File: src/rtl/flag_sequencer.sv
// Flag sequencer: chooses which flag index a video pipeline displays.
// Manual next/prev button edges, direct index loads and a timed auto-advance
// are held as a pending request and applied only at frame_start, so the
// selector never changes mid-frame.
//
// Ports:
//   clk, rst      : clock and synchronous active-high reset
//   frame_start   : one-cycle pulse at the start of vertical blank
//   btn_next/prev : pre-synchronised button levels; a rising edge is a request
//   auto_en       : enable the timed auto-advance
//   load_valid    : one-cycle strobe carrying load_idx (clamped to the last flag)
//   active        : pixel is in the visible area
//   color_in      : colour from the flag lookup for the current selector
//   selector      : current flag index (registered)
//   color_out     : registered pixel colour, zero outside the visible area
//   flag_changed  : one-cycle pulse together with a selector change
module flag_sequencer #(
  parameter int unsigned NUM_FLAGS    = 82,
  parameter int unsigned IDX_W        = 7,
  parameter int unsigned COLOR_W      = 6,
  parameter int unsigned DWELL_FRAMES = 120
) (
  input  logic               clk,
  input  logic               rst,
  input  logic               frame_start,
  input  logic               btn_next,
  input  logic               btn_prev,
  input  logic               auto_en,
  input  logic               load_valid,
  input  logic [IDX_W-1:0]   load_idx,
  input  logic               active,
  input  logic [COLOR_W-1:0] color_in,
  output logic [IDX_W-1:0]   selector,
  output logic [COLOR_W-1:0] color_out,
  output logic               flag_changed
);

  localparam int unsigned DWELL_W = 16;

  localparam logic [1:0] IDLE      = 2'd0;
  localparam logic [1:0] PEND_NEXT = 2'd1;
  localparam logic [1:0] PEND_PREV = 2'd2;
  localparam logic [1:0] PEND_LOAD = 2'd3;

  localparam logic [IDX_W-1:0]   MAX_IDX    = IDX_W'(NUM_FLAGS - 1);
  localparam logic [DWELL_W-1:0] DWELL_LAST = DWELL_W'(DWELL_FRAMES - 1);

  logic [1:0]         state, state_nx;
  logic [IDX_W-1:0]   pend_idx, pend_idx_nx;
  logic [DWELL_W-1:0] dwell, dwell_nx;
  logic [IDX_W-1:0]   sel_nx;
  logic               next_q, prev_q;

  logic               next_edge, prev_edge;
  logic               new_next, new_prev;
  logic [1:0]         merged;
  logic [IDX_W-1:0]   pend_merged;
  logic [IDX_W-1:0]   sel_inc, sel_dec;

  // Request decode, pending-request merge, frame-boundary apply and dwell timer
  always_comb begin
    state_nx    = state;
    pend_idx_nx = pend_idx;
    dwell_nx    = dwell;
    sel_nx      = selector;
    merged      = state;
    pend_merged = pend_idx;

    next_edge = btn_next & ~next_q;
    prev_edge = btn_prev & ~prev_q;
    // Simultaneous next and prev edges cancel; a load masks both.
    new_next  = ~load_valid & next_edge & ~prev_edge;
    new_prev  = ~load_valid & prev_edge & ~next_edge;

    sel_inc = (selector == MAX_IDX) ? '0 : selector + 1'b1;
    sel_dec = (selector == '0) ? MAX_IDX : selector - 1'b1;

    // A new request replaces a pending one only if it ranks at least as high.
    if (load_valid) begin
      merged      = PEND_LOAD;
      pend_merged = (load_idx > MAX_IDX) ? MAX_IDX : load_idx;
    end else if (new_next && state != PEND_LOAD) begin
      merged = PEND_NEXT;
    end else if (new_prev && (state == IDLE || state == PEND_PREV)) begin
      merged = PEND_PREV;
    end

    state_nx    = merged;
    pend_idx_nx = pend_merged;

    if (frame_start) begin
      state_nx = IDLE;
      case (merged)
        PEND_NEXT: begin sel_nx = sel_inc;     dwell_nx = '0; end
        PEND_PREV: begin sel_nx = sel_dec;     dwell_nx = '0; end
        PEND_LOAD: begin sel_nx = pend_merged; dwell_nx = '0; end
        default: begin
          if (auto_en) begin
            if (dwell >= DWELL_LAST) begin
              sel_nx   = sel_inc;
              dwell_nx = '0;
            end else begin
              dwell_nx = dwell + 1'b1;
            end
          end
        end
      endcase
    end

    if (!auto_en) dwell_nx = '0;
  end

  // State, selector and output registers
  always_ff @(posedge clk) begin
    if (rst) begin
      state        <= IDLE;
      pend_idx     <= '0;
      dwell        <= '0;
      selector     <= '0;
      flag_changed <= 1'b0;
      color_out    <= '0;
      // Preload history so a button held through reset is not an edge.
      next_q       <= btn_next;
      prev_q       <= btn_prev;
    end else begin
      state        <= state_nx;
      pend_idx     <= pend_idx_nx;
      dwell        <= dwell_nx;
      selector     <= sel_nx;
      flag_changed <= (sel_nx != selector);
      color_out    <= active ? color_in : '0;
      next_q       <= btn_next;
      prev_q       <= btn_prev;
    end
  end

endmodule

File: config.mk
export PLATFORM = sky130hd
export DESIGN_NAME = flag_sequencer
export DESIGN_NICKNAME = d
export VERILOG_FILES = /design/src/rtl/flag_sequencer.sv
export SDC_FILE = /design/constraint.sdc
export NUM_CORES = 1
export LEC_CHECK = 0
export ABC_CLOCK_PERIOD_IN_PS = 3700
export CORE_UTILIZATION = 35
export CTS_BUF_LIST = sky130_fd_sc_hd__clkbuf_8
export DETAILED_ROUTE_END_ITERATION = 10
export DONT_BUFFER_PORTS = 1
export GPL_ROUTABILITY_DRIVEN = 0
export PLACE_DENSITY_LB_ADDON = 0.12
export REMOVE_ABC_BUFFERS = 1
export SLEW_MARGIN = 20
export SYNTH_ARGS = -nofsm -noshare
export SYNTH_HDL_FRONTEND = slang
export SYNTH_SLANG_ARGS = --single-unit
File: constraint.sdc
create_clock -name clk -period 3.7 [get_ports clk]
set_input_delay 0.74 -clock clk [delete_from_list [all_inputs] [get_ports clk]]
set_output_delay 0.74 -clock clk [all_outputs]
set_load 0.03 [all_outputs]
==> results.toml, run 1 <==
[power_and_ir_drop]
post-layout-total-power_uw = 998
power.leakage_uw = 0.000906
vdd_drop_max_v = 0.000176
power_density_nw_per_um2 = 383

[floorplanning]
rows = 30
die-height_um = 85.4
num_io_pins = 35
fp.coreArea_um2 = 6760
chipWidth_um = 85.4
die-area_um2 = 7290
initial_utilization = 0.360

[synth]
largest_area_contributor_in_the_netlist = "sky130_fd_sc_hd__dfxtp_1"
yosys-top-cells-count = "41 x sky130_fd_sc_hd__dfxtp_1, 41 x sky130_fd_sc_hd__nor2_1, 18 x sky130_fd_sc_hd__a21oi_1"
seq_area_frac_synth = 0.337
distinct_cells_synth = 57
ys_async_rst_share = 0
synth_flop_cell = "sky130_fd_sc_hd__dfxtp_1"
top_cells_by_area_in_the_synthesized_netlist = "sky130_fd_sc_hd__dfxtp_1 34%, sky130_fd_sc_hd__nor2_1 6.3%, sky130_fd_sc_hd__a21oi_1 3.7%"
yosys.area.top_type_share = 0.337
number_of_enable_type_register_cells_in_the_synthesized_netlist = 0
synth.ff_latch_count = 41
number_of_standard_cells_after_synthesis = 304
netlist_area_um2 = 2430
yosysWarnings = 0
syn_area_per_cell_um2 = 8.00

[route]
wl_per_cell_um = 16.5
detailedRoute.firstPassIterationCount = 4
via_per_inst = 5.65
drt_wl_total_um = 6320
first_iter_violations = 105
detail_route.drc_violations = 0
postRouteAntennaNets = 0
via_count = 2159

[cts]
hold_fix_buffer_count_after_cts = 0
cts_tree = "built"
post-cts-setup-buffer-count = 0
clkLatencyLatePin_ps = 290
clkSinkCount = 41
clkSlewWorstSetupHoldPaths_ps = 80
cts_root_buffer = "sky130_fd_sc_hd__clkbuf_8"
cts-buffers-inserted = 5
cts_buffer_depth = 2
htreeDepth = 2
post_cts_resize_count = 0

[global_route]
first_pass_grt_wire_length_um = 10300
grt_antenna_before_repair = 0
global_route_overflow = 0
grt_max_degree = 23
gr-usage-all-layers = 0.184
grt_pass1_vias = 2039

[setup_path]
cp_slowest_cell = "sky130_fd_sc_hd__dfxtp_1"
critical_path_buf_inv_count = 0
critPathLaunchType = "flip-flop"
endpoint_kind = "flip-flop"
critical-path-max-stage-delay_ps = 750
timing.setup.critical_path_class = "flip-flop to flip-flop"
worst-endpoint-arrival_ps = 3230
cp_common_cell = "sky130_fd_sc_hd__nand3_1"
worstPathMaxFanout = 11
crit_path_cell_chain = "ha_1 > nand3_1 > nand3_1 > o311ai_0 > and3_1 > nor4_1 > o22ai_1 > o41ai_2 > a31oi_1"
path_delay_family = "simple AND/OR/NAND/NOR gates"
data_required_time_at_the_worst_endpoint_ps = 3870

[layout]
syn2layout_area_growth_pct = 7.20
ratio_of_cells_with_drive_above_1_in_the_final_layout = 0.0894
nets = 328
insertedDiodeCount = 0
fillerInstances = 708
total_non_filler_cell_area_in_the_finished_layout_um2 = 2610

[sta]
report.final.slew_viol_count = 0
worst_slew_margin_rel = 0.463
setup_ws_ps = 645
hold-worst-slack_ps = 460
setup_tns_ps = 0
rsz0062_at_grt = "no"
fmax_mhz = 327
final_period_minus_worst_setup_slack_ps = 3050
timing.final.setup_violations = 0
clock_skew_ps = 4.76
finalCritPeriodShare = 0.826
timing_worst_slew_pin_value_ps = 805
hold_viol_final = 0

[place]
port_buffers = 0
placement.setup.worst_slack_ps = 648
hpwl_um = 4600
placedInstanceArea_um2 = 2520

[flow_run]
maxCapViolCount = 0

[outcome]
status = "finished clean"

[hold_path]
hp-class = "flip-flop to flip-flop"
-- through the flow --
| stage | instances | util |
|---|---|---|
| 2_1_floorplan | 286 | - |
| 3_3_place_gp | 375 | 0.373 |
| 3_5_place_dp | 375 | 0.373 |
| 4_1_cts | 382 | 0.386 |
| 5_1_grt | 382 | 0.386 |
| 6_report | 382 | 0.386 |
-- registers in the layout, summed over array words and instances, names as in the netlist --
register	flops
prev_q	1
dwell	16
color_out	6
selector	7
next_q	1
pend_idx	7
flag_changed	1
state	2
-- cell type report --
class                      count  area (um2)  area share
inverter                       8        30.0      0.0115
clock inverter                 1        7.51     0.00288
sequential                    41         821       0.315
tap                           80         100      0.0384
multi-input combinational    237        1500       0.575
timing repair buffer           9        67.6      0.0259
clock buffer                   6        82.6      0.0317
-- worst register-to-register path, stage by stage (launching register included) --
cell	delay (ps)
sky130_fd_sc_hd__dfxtp_1	750
sky130_fd_sc_hd__ha_1	380
sky130_fd_sc_hd__nand3_1	200
sky130_fd_sc_hd__nand3_1	160
sky130_fd_sc_hd__o311ai_0	180
sky130_fd_sc_hd__and3_1	230
sky130_fd_sc_hd__nor4_1	440
sky130_fd_sc_hd__o22ai_1	190
sky130_fd_sc_hd__o41ai_2	300
sky130_fd_sc_hd__a31oi_1	110
-- worst paths after layout --
path,from,to,slack (ps),depth (start not counted)
max reg2reg,selector[0]$_SDFF_PP0_,flag_changed$_SDFF_PP0_,650,9
max,selector[0]$_SDFF_PP0_,flag_changed$_SDFF_PP0_,650,9
min reg2reg,dwell[12]$_SDFFE_PP0P_,dwell[12]$_SDFFE_PP0P_,460,2
min,dwell[12]$_SDFFE_PP0P_,dwell[12]$_SDFFE_PP0P_,460,2
-- logic make-up (layout without fill, tap and decap cells) --
family                     Yosys count  count (layout)  share of synthesized area
and+or+nand+nor                    128             128                      0.284
DFF                                 41              41                      0.337
xor gates and xnor gates            16              16                     0.0576
buffers and inverters               26              24                     0.0463
AOI/OAI and AO/OA                   86              86                      0.241
adders and majority gates            5               5                     0.0257
muxes                                2               2                    0.00823
-- metal layers --
layer  track usage  up-vias  share of wire
met5             0        -              0
met2         0.282       56           0.44
met1         0.254     1002           0.49
li1              -     1095              -
met4        0.0591        0          0.012
met3        0.0447        6          0.052
-- power breakdown --
part           leakage (uW)  switching (uW)  internal, uW
Clock             0.0000433             154           148
Sequential         0.000335            39.9           459
Combinational      0.000528             113          84.9
-- cell usage in the layout, fill, tap and decap left out, types with 3 or more instances in the layout --
cell type and n:
sky130_fd_sc_hd__a21o_1 6, sky130_fd_sc_hd__xnor2_1 9, sky130_fd_sc_hd__nand2_1 13, sky130_fd_sc_hd__xor2_1 7
sky130_fd_sc_hd__nor2_1 41, sky130_fd_sc_hd__a31oi_1 10, sky130_fd_sc_hd__nor3_1 6, sky130_fd_sc_hd__nand4_1 6
sky130_fd_sc_hd__nor2b_1 7, sky130_fd_sc_hd__clkbuf_8 6, sky130_fd_sc_hd__and3_1 5, sky130_fd_sc_hd__dfxtp_1 41
sky130_fd_sc_hd__a21oi_1 18, sky130_fd_sc_hd__a211oi_1 6, sky130_fd_sc_hd__nand3_1 9, sky130_fd_sc_hd__nor3b_1 3
sky130_fd_sc_hd__or4_1 3, sky130_fd_sc_hd__ha_1 5, sky130_fd_sc_hd__o211ai_1 3, sky130_fd_sc_hd__or2_2 3
sky130_fd_sc_hd__and2_1 10, sky130_fd_sc_hd__nand2b_1 7, sky130_fd_sc_hd__buf_4 9, sky130_fd_sc_hd__inv_1 7
sky130_fd_sc_hd__o21ai_0 17, sky130_fd_sc_hd__nor4_1 5
No activity file was read; power rests on OpenSTA's default activity.
==> run 2, diff against run 1 <==
--- a/config.mk
+++ b/config.mk
@@ -5,7 +5,8 @@
 export SDC_FILE = /design/constraint.sdc
 export NUM_CORES = 1
 export LEC_CHECK = 0
-export ABC_CLOCK_PERIOD_IN_PS = 3700
+export ABC_AREA = 1
+export ABC_CLOCK_PERIOD_IN_PS = 2700
 export CORE_UTILIZATION = 35
 export CTS_BUF_LIST = sky130_fd_sc_hd__clkbuf_8
 export DETAILED_ROUTE_END_ITERATION = 10
==> constraint.sdc (replaced) <==
create_clock -name clk -period 2.7 [get_ports clk]
set_input_delay 0.54 -clock clk [delete_from_list [all_inputs] [get_ports clk]]
set_output_delay 0.54 -clock clk [all_outputs]
set_load 0.03 [all_outputs]
==> results.toml, run 2 <==
[cts]
cts_tree = "built"
cts-buffers-inserted = 5
clkSinkCount = 41
hold_fix_buffer_count_after_cts = 0
cts_root_buffer = "sky130_fd_sc_hd__clkbuf_8"
post-cts-setup-buffer-count = 0
cts_buffer_depth = 2
post_cts_resize_count = 0
clkSlewWorstSetupHoldPaths_ps = 90
clkLatencyLatePin_ps = 300
htreeDepth = 2

[route]
detailedRoute.firstPassIterationCount = 7
wl_per_cell_um = 12.6
via_per_inst = 4.97
postRouteAntennaNets = 0
first_iter_violations = 194
drt_wl_total_um = 5610
detail_route.drc_violations = 6
via_count = 2213

[sta]
hold_viol_final = 0
finalCritPeriodShare = 0.782
report.final.slew_viol_count = 0
timing.final.setup_violations = 0
rsz0062_at_grt = "no"
timing_worst_slew_pin_value_ps = 570
fmax_mhz = 474
final_period_minus_worst_setup_slack_ps = 2110
worst_slew_margin_rel = 0.619
setup_tns_ps = 0
clock_skew_ps = 6.13

[synth]
number_of_standard_cells_after_synthesis = 365
seq_area_frac_synth = 0.349
synth_flop_cell = "sky130_fd_sc_hd__dfxtp_1"
yosys-top-cells-count = "97 x sky130_fd_sc_hd__nand2_1, 59 x sky130_fd_sc_hd__nor2_1, 41 x sky130_fd_sc_hd__dfxtp_1"
synth.ff_latch_count = 41
number_of_enable_type_register_cells_in_the_synthesized_netlist = 0
syn_area_per_cell_um2 = 6.43
yosys.cell_count.top_type = "sky130_fd_sc_hd__nand2_1"
top_cells_by_area_in_the_synthesized_netlist = "sky130_fd_sc_hd__dfxtp_1 35%, sky130_fd_sc_hd__nand2_1 16%, sky130_fd_sc_hd__nor2_1 9.4%"
distinct_cells_synth = 33
yosysWarnings = 0
yosys.area.top_type_share = 0.349
ys_async_rst_share = 0
netlist_area_um2 = 2350
largest_area_contributor_in_the_netlist = "sky130_fd_sc_hd__dfxtp_1"

[setup_path]
data_required_time_at_the_worst_endpoint_ps = 2910
critPathLaunchType = "flip-flop"
timing.setup.critical_path_class = "flip-flop to flip-flop"
critical-path-max-stage-delay_ps = 500
crit_path_cell_chain = "inv_1 > ha_1 > nand2_1 > nor2_1 > nand3_1 > nand3_1 > nand3_1 > nand2_1 > nor2_2 > nand2_1 > nand3_1 > nand2_1 > clkinv_1 > nand2_1 > nor2_1 > nor2_1"
worst-endpoint-arrival_ps = 2320
endpoint_kind = "flip-flop"
cp_slowest_cell = "sky130_fd_sc_hd__dfxtp_1"
worstPathMaxFanout = 8
cp_common_cell = "sky130_fd_sc_hd__nand2_1"

[place]
post-place-cells = 437
hpwl_um = 4130
port_buffers = 0

[layout]
largest_register_ffs = 16
leading_registers_by_flop_count = "dwell (16), pend_idx (7), selector (7)"
layout.cells.most_common = "sky130_fd_sc_hd__nand2_1"
multi_input_comb_area_um2 = 1310
fillerInstances = 703
largest-register = "dwell"
ff_latch_area_um2 = 821
nets = 393
finish.cell_count_without_fillers = 445
insertedDiodeCount = 0
ratio_of_cells_with_drive_above_1_in_the_final_layout = 0.0924
syn2layout_area_growth_pct = 8.63
most-common-layout-cells = "97 x sky130_fd_sc_hd__nand2_1, 59 x sky130_fd_sc_hd__nor2_1, 41 x sky130_fd_sc_hd__dfxtp_1"

[global_route]
first_pass_grt_wire_length_um = 9560
grt_pass1_vias = 2018
grt_max_degree = 39
global_route_overflow = 0
gr-usage-all-layers = 0.170
grt_antenna_before_repair = 0

[floorplanning]
chipWidth_um = 83.9
num_io_pins = 35
fp.coreArea_um2 = 6420
rows = 29
die-height_um = 83.9
initial_utilization = 0.366
die-area_um2 = 7040

[hold_path]
hp-class = "input pin to flip-flop"

[outcome]
status = "complete, but fails checks"
failed_checks = "DRC"

[flow_run]
maxCapViolCount = 0

[power_and_ir_drop]
power.leakage_uw = 0.00115
vdd_drop_max_v = 0.000188
power_density_nw_per_um2 = 568
==> run 2: path summary, 6_finish.rpt <==
kind	end	from	depth (start not counted)	slack (ps)
max	flag_changed$_SDFF_PP0_	selector[0]$_SDFF_PP0_	16	590
max reg2reg	flag_changed$_SDFF_PP0_	selector[0]$_SDFF_PP0_	16	590
min reg2reg	dwell[10]$_SDFFE_PP0P_	dwell[10]$_SDFFE_PP0P_	2	440
min	prev_q$_DFF_P_	btn_prev	0	260
==> run 2: power breakdown <==
group | total, uW | switching, uW | internal (uW) | leakage [uW]
Combinational | 272 | 178 | 94.3 | 0.000757
Sequential | 669 | 40.3 | 629 | 0.000335
Clock | 507 | 233 | 274 | 0.0000595
Total | 1450 | 452 | 997 | 0.00115
==> run 2: worst max-delay path, delay by kind of cell (launching register included) <==
family,cells,cell delay [ps]
simple gates,13,990
flops,1,500
fa+ha+maj,1,270
buf+inv,2,260
==> run 2: through the flow <==
step / util / power, uW / hold WS (ps) / setup WS (ps) / cell area (um2)
after floorplan: - / 887 / 419 / 687 / 2300
after global placement: 0.380 / 955 / 429 / 577 / 2440
after detailed placement: 0.380 / 955 / 430 / 577 / 2440
after CTS: 0.397 / 1470 / 258 / 577 / 2550
after global routing: 0.397 / 1530 / 249 / 293 / 2550
final: 0.397 / 1450 / 264 / 590 / 2550
==> run 2: layout make-up <==
cell class                      count  share of cell area
Clock inverter                      3              0.0167
Multi-Input combinational cell    270               0.515
Tap cell                           77              0.0378
Inverter                           43              0.0642
Clock buffer                        5              0.0270
Sequential cell                    41               0.322
Timing Repair Buffer                6              0.0177
==> run 2: kinds of logic (layout without fill, tap and decap cells) <==
| family | count (synthesis) | count (layout) | share of synthesized area |
|---|---|---|---|
| flops | 41 | 41 | 0.349 |
| fa+ha+maj | 5 | 5 | 0.0266 |
| buf+inv | 54 | 57 | 0.0911 |
| xor+xnor | 9 | 9 | 0.0336 |
| simple gates | 229 | 229 | 0.432 |
| compound gates | 27 | 27 | 0.0671 |
==> run 2: metal layers <==
metal,vias to the layer above,wire [um],part of all wire,GRT usage
met5,-,0,0,0
met4,0,80,0.014,0.0564
met3,8,294,0.052,0.0326
li1,1162,-,-,-
met1,973,2770,0.49,0.233
met2,70,2470,0.44,0.268
==> run 3, diff against run 2 <==
--- a/config.mk
+++ b/config.mk
@@ -5,8 +5,8 @@
 export SDC_FILE = /design/constraint.sdc
 export NUM_CORES = 1
 export LEC_CHECK = 0
-export ABC_AREA = 1
-export ABC_CLOCK_PERIOD_IN_PS = 2700
+export ABC_AREA = 0
+export ABC_CLOCK_PERIOD_IN_PS = 2080
 export CORE_UTILIZATION = 35
 export CTS_BUF_LIST = sky130_fd_sc_hd__clkbuf_8
 export DETAILED_ROUTE_END_ITERATION = 10
==> constraint.sdc (replaced) <==
create_clock -name clk -period 2.08 [get_ports clk]
set_input_delay 0.416 -clock clk [delete_from_list [all_inputs] [get_ports clk]]
set_output_delay 0.416 -clock clk [all_outputs]
set_load 0.03 [all_outputs]
==> results.toml, run 3 (synthesized netlist as in run 1, its figures left out) <==
[outcome]
status = "complete, but fails checks"
failed_checks = "setup timing"

[layout]
nets = 409
multi_input_comb_area_um2 = 1670
largest_register_ffs = 16
most-common-layout-cells = "87 x sky130_fd_sc_hd__buf_4, 40 x sky130_fd_sc_hd__nor2_1, 35 x sky130_fd_sc_hd__dfxtp_1"
final_core_utilization = 0.511
leading_registers_by_flop_count = "dwell (16), pend_idx (7), selector (7)"
syn2layout_area_growth_pct = 42.1
layout.cells.most_common = "sky130_fd_sc_hd__buf_4"
ff_latch_area_um2 = 833
insertedDiodeCount = 0
fillerInstances = 650
largest-register = "dwell"
ratio_of_cells_with_drive_above_1_in_the_final_layout = 0.370

[power_and_ir_drop]
seq_power_share = 0.380
clockPowerShare = 0.355
internal_power_uw = 1600
net-switching-power_uw = 650
p_sw_frac = 0.289
gate_power_share = 0.265
vdd_drop_max_v = 0.000280
power.leakage_uw = 0.00136
power_density_nw_per_um2 = 650

[route]
detailedRoute.firstPassIterationCount = 4
detail_route.drc_violations = 0
postRouteAntennaNets = 0
met2_length_um = 3220
maxUsedRoutingLayer = "met4"
drt_wl_total_um = 7070
met3_length_um = 419
detail_route.wirelength.met1_um = 3300
via_count = 2469
via_per_inst = 5.32
wl_per_cell_um = 15.2
first_iter_violations = 81

[global_route]
grt_pass1_vias = 2364
grt_max_degree = 23
grt_antenna_before_repair = 0
global_route_overflow = 0
gr-usage-all-layers = 0.202
first_pass_grt_wire_length_um = 11600

[sta]
report.final.slew_viol_count = 0
clock_skew_ps = 14.8
rsz0062_at_grt = "yes"
timing.final.setup_violations = 5
fmax_mhz = 430
worst_slew_margin_rel = 0.721
setup_tns_ps = -597
timing_worst_slew_pin_value_ps = 408
setup_ws_ps = -243
hold_viol_final = 0
hold-worst-slack_ps = 126
final_period_minus_worst_setup_slack_ps = 2320
finalCritPeriodShare = 1.12

[setup_path]
critPathLaunchType = "flip-flop"
worst-endpoint-arrival_ps = 2520
critical-path-max-stage-delay_ps = 530
timing.setup.critical_path_class = "flip-flop to flip-flop"
critical_path_buf_inv_count = 0
worstPathMaxFanout = 3
cp_slowest_cell = "sky130_fd_sc_hd__or4_4"
path_delay_family = "simple AND/OR/NAND/NOR gates"
crit_path_cell_chain = "or4_4 > or2_4 > nand3b_4 > o221a_4 > o311ai_1 > a21o_1 > o41ai_2 > a31oi_1"
data_required_time_at_the_worst_endpoint_ps = 2270
endpoint_kind = "flip-flop"

[cts]
cts_root_buffer = "sky130_fd_sc_hd__clkbuf_8"
clkSlewWorstSetupHoldPaths_ps = 90
hold_fix_buffer_count_after_cts = 0
clkSinkCount = 41
cts-buffers-inserted = 5
cts_tree = "built"
clkLatencyLatePin_ps = 310
cts_buffer_depth = 2
htreeDepth = 2

[floorplanning]
num_io_pins = 35
chipWidth_um = 85.4
die-height_um = 85.4
rows = 30
fp.coreArea_um2 = 6760
initial_utilization = 0.360
die-area_um2 = 7290

[place]
placement.setup.worst_slack_ps = -342
port_buffers = 0
hpwl_um = 5220

[flow_run]
maxCapViolCount = 0

[hold_path]
hp-class = "input pin to flip-flop"
==> run 3: final cells by class <==
type                       count  area share
clock buffer                   5      0.0199
timing repair buffer          90       0.199
clock inverter                 3      0.0199
sequential                    41       0.241
multi-input combinational    237       0.482
tap                           80      0.0290
inverter                       8     0.00941
==> run 3: per-layer routing <==
metal,GRT usage,up-vias
met5,0,-
met3,0.0379,13
met2,0.333,69
li1,-,1265
met4,0.0697,0
met1,0.266,1122
==> run 3: final timing paths <==
check                          from                 endpoint  slack [ps]  cells past startpoint
min                        btn_prev           prev_q$_DFF_P_         130                      0
min reg2reg  dwell[12]$_SDFFE_PP0P_   dwell[12]$_SDFFE_PP0P_         470                      2
max reg2reg  selector[4]$_SDFF_PP0_  flag_changed$_SDFF_PP0_        -240                      8
max          selector[4]$_SDFF_PP0_  flag_changed$_SDFF_PP0_        -240                      8
==> run 3: timing repair <==
action / CTS / global route
pin swaps: 15 / 12
endpoints found under the setup margin: 8 / 13
gates resized for setup: 30 / 19
setup buffers: 5 / 2
==> run 3: per-stage QoR <==
stage               cell area, um2  instances  power, uW
floorplan                     2350        286       1160
global placement              3070        449       1390
detailed placement            3070        449       1390
CTS                           3370        462       2230
global route                  3460        464       2350
finish                        3460        464       2250
==> run 3: power groups by stage <==
stage                     Clock (uW)  Combinational [uW]  Sequential, uW
final                            796                 596             854
after detailed placement           0                 515             871
after CTS                        818                 561             855
after floorplan                    0                 254             909
after global routing             846                 647             859
after global placement             0                 517             871
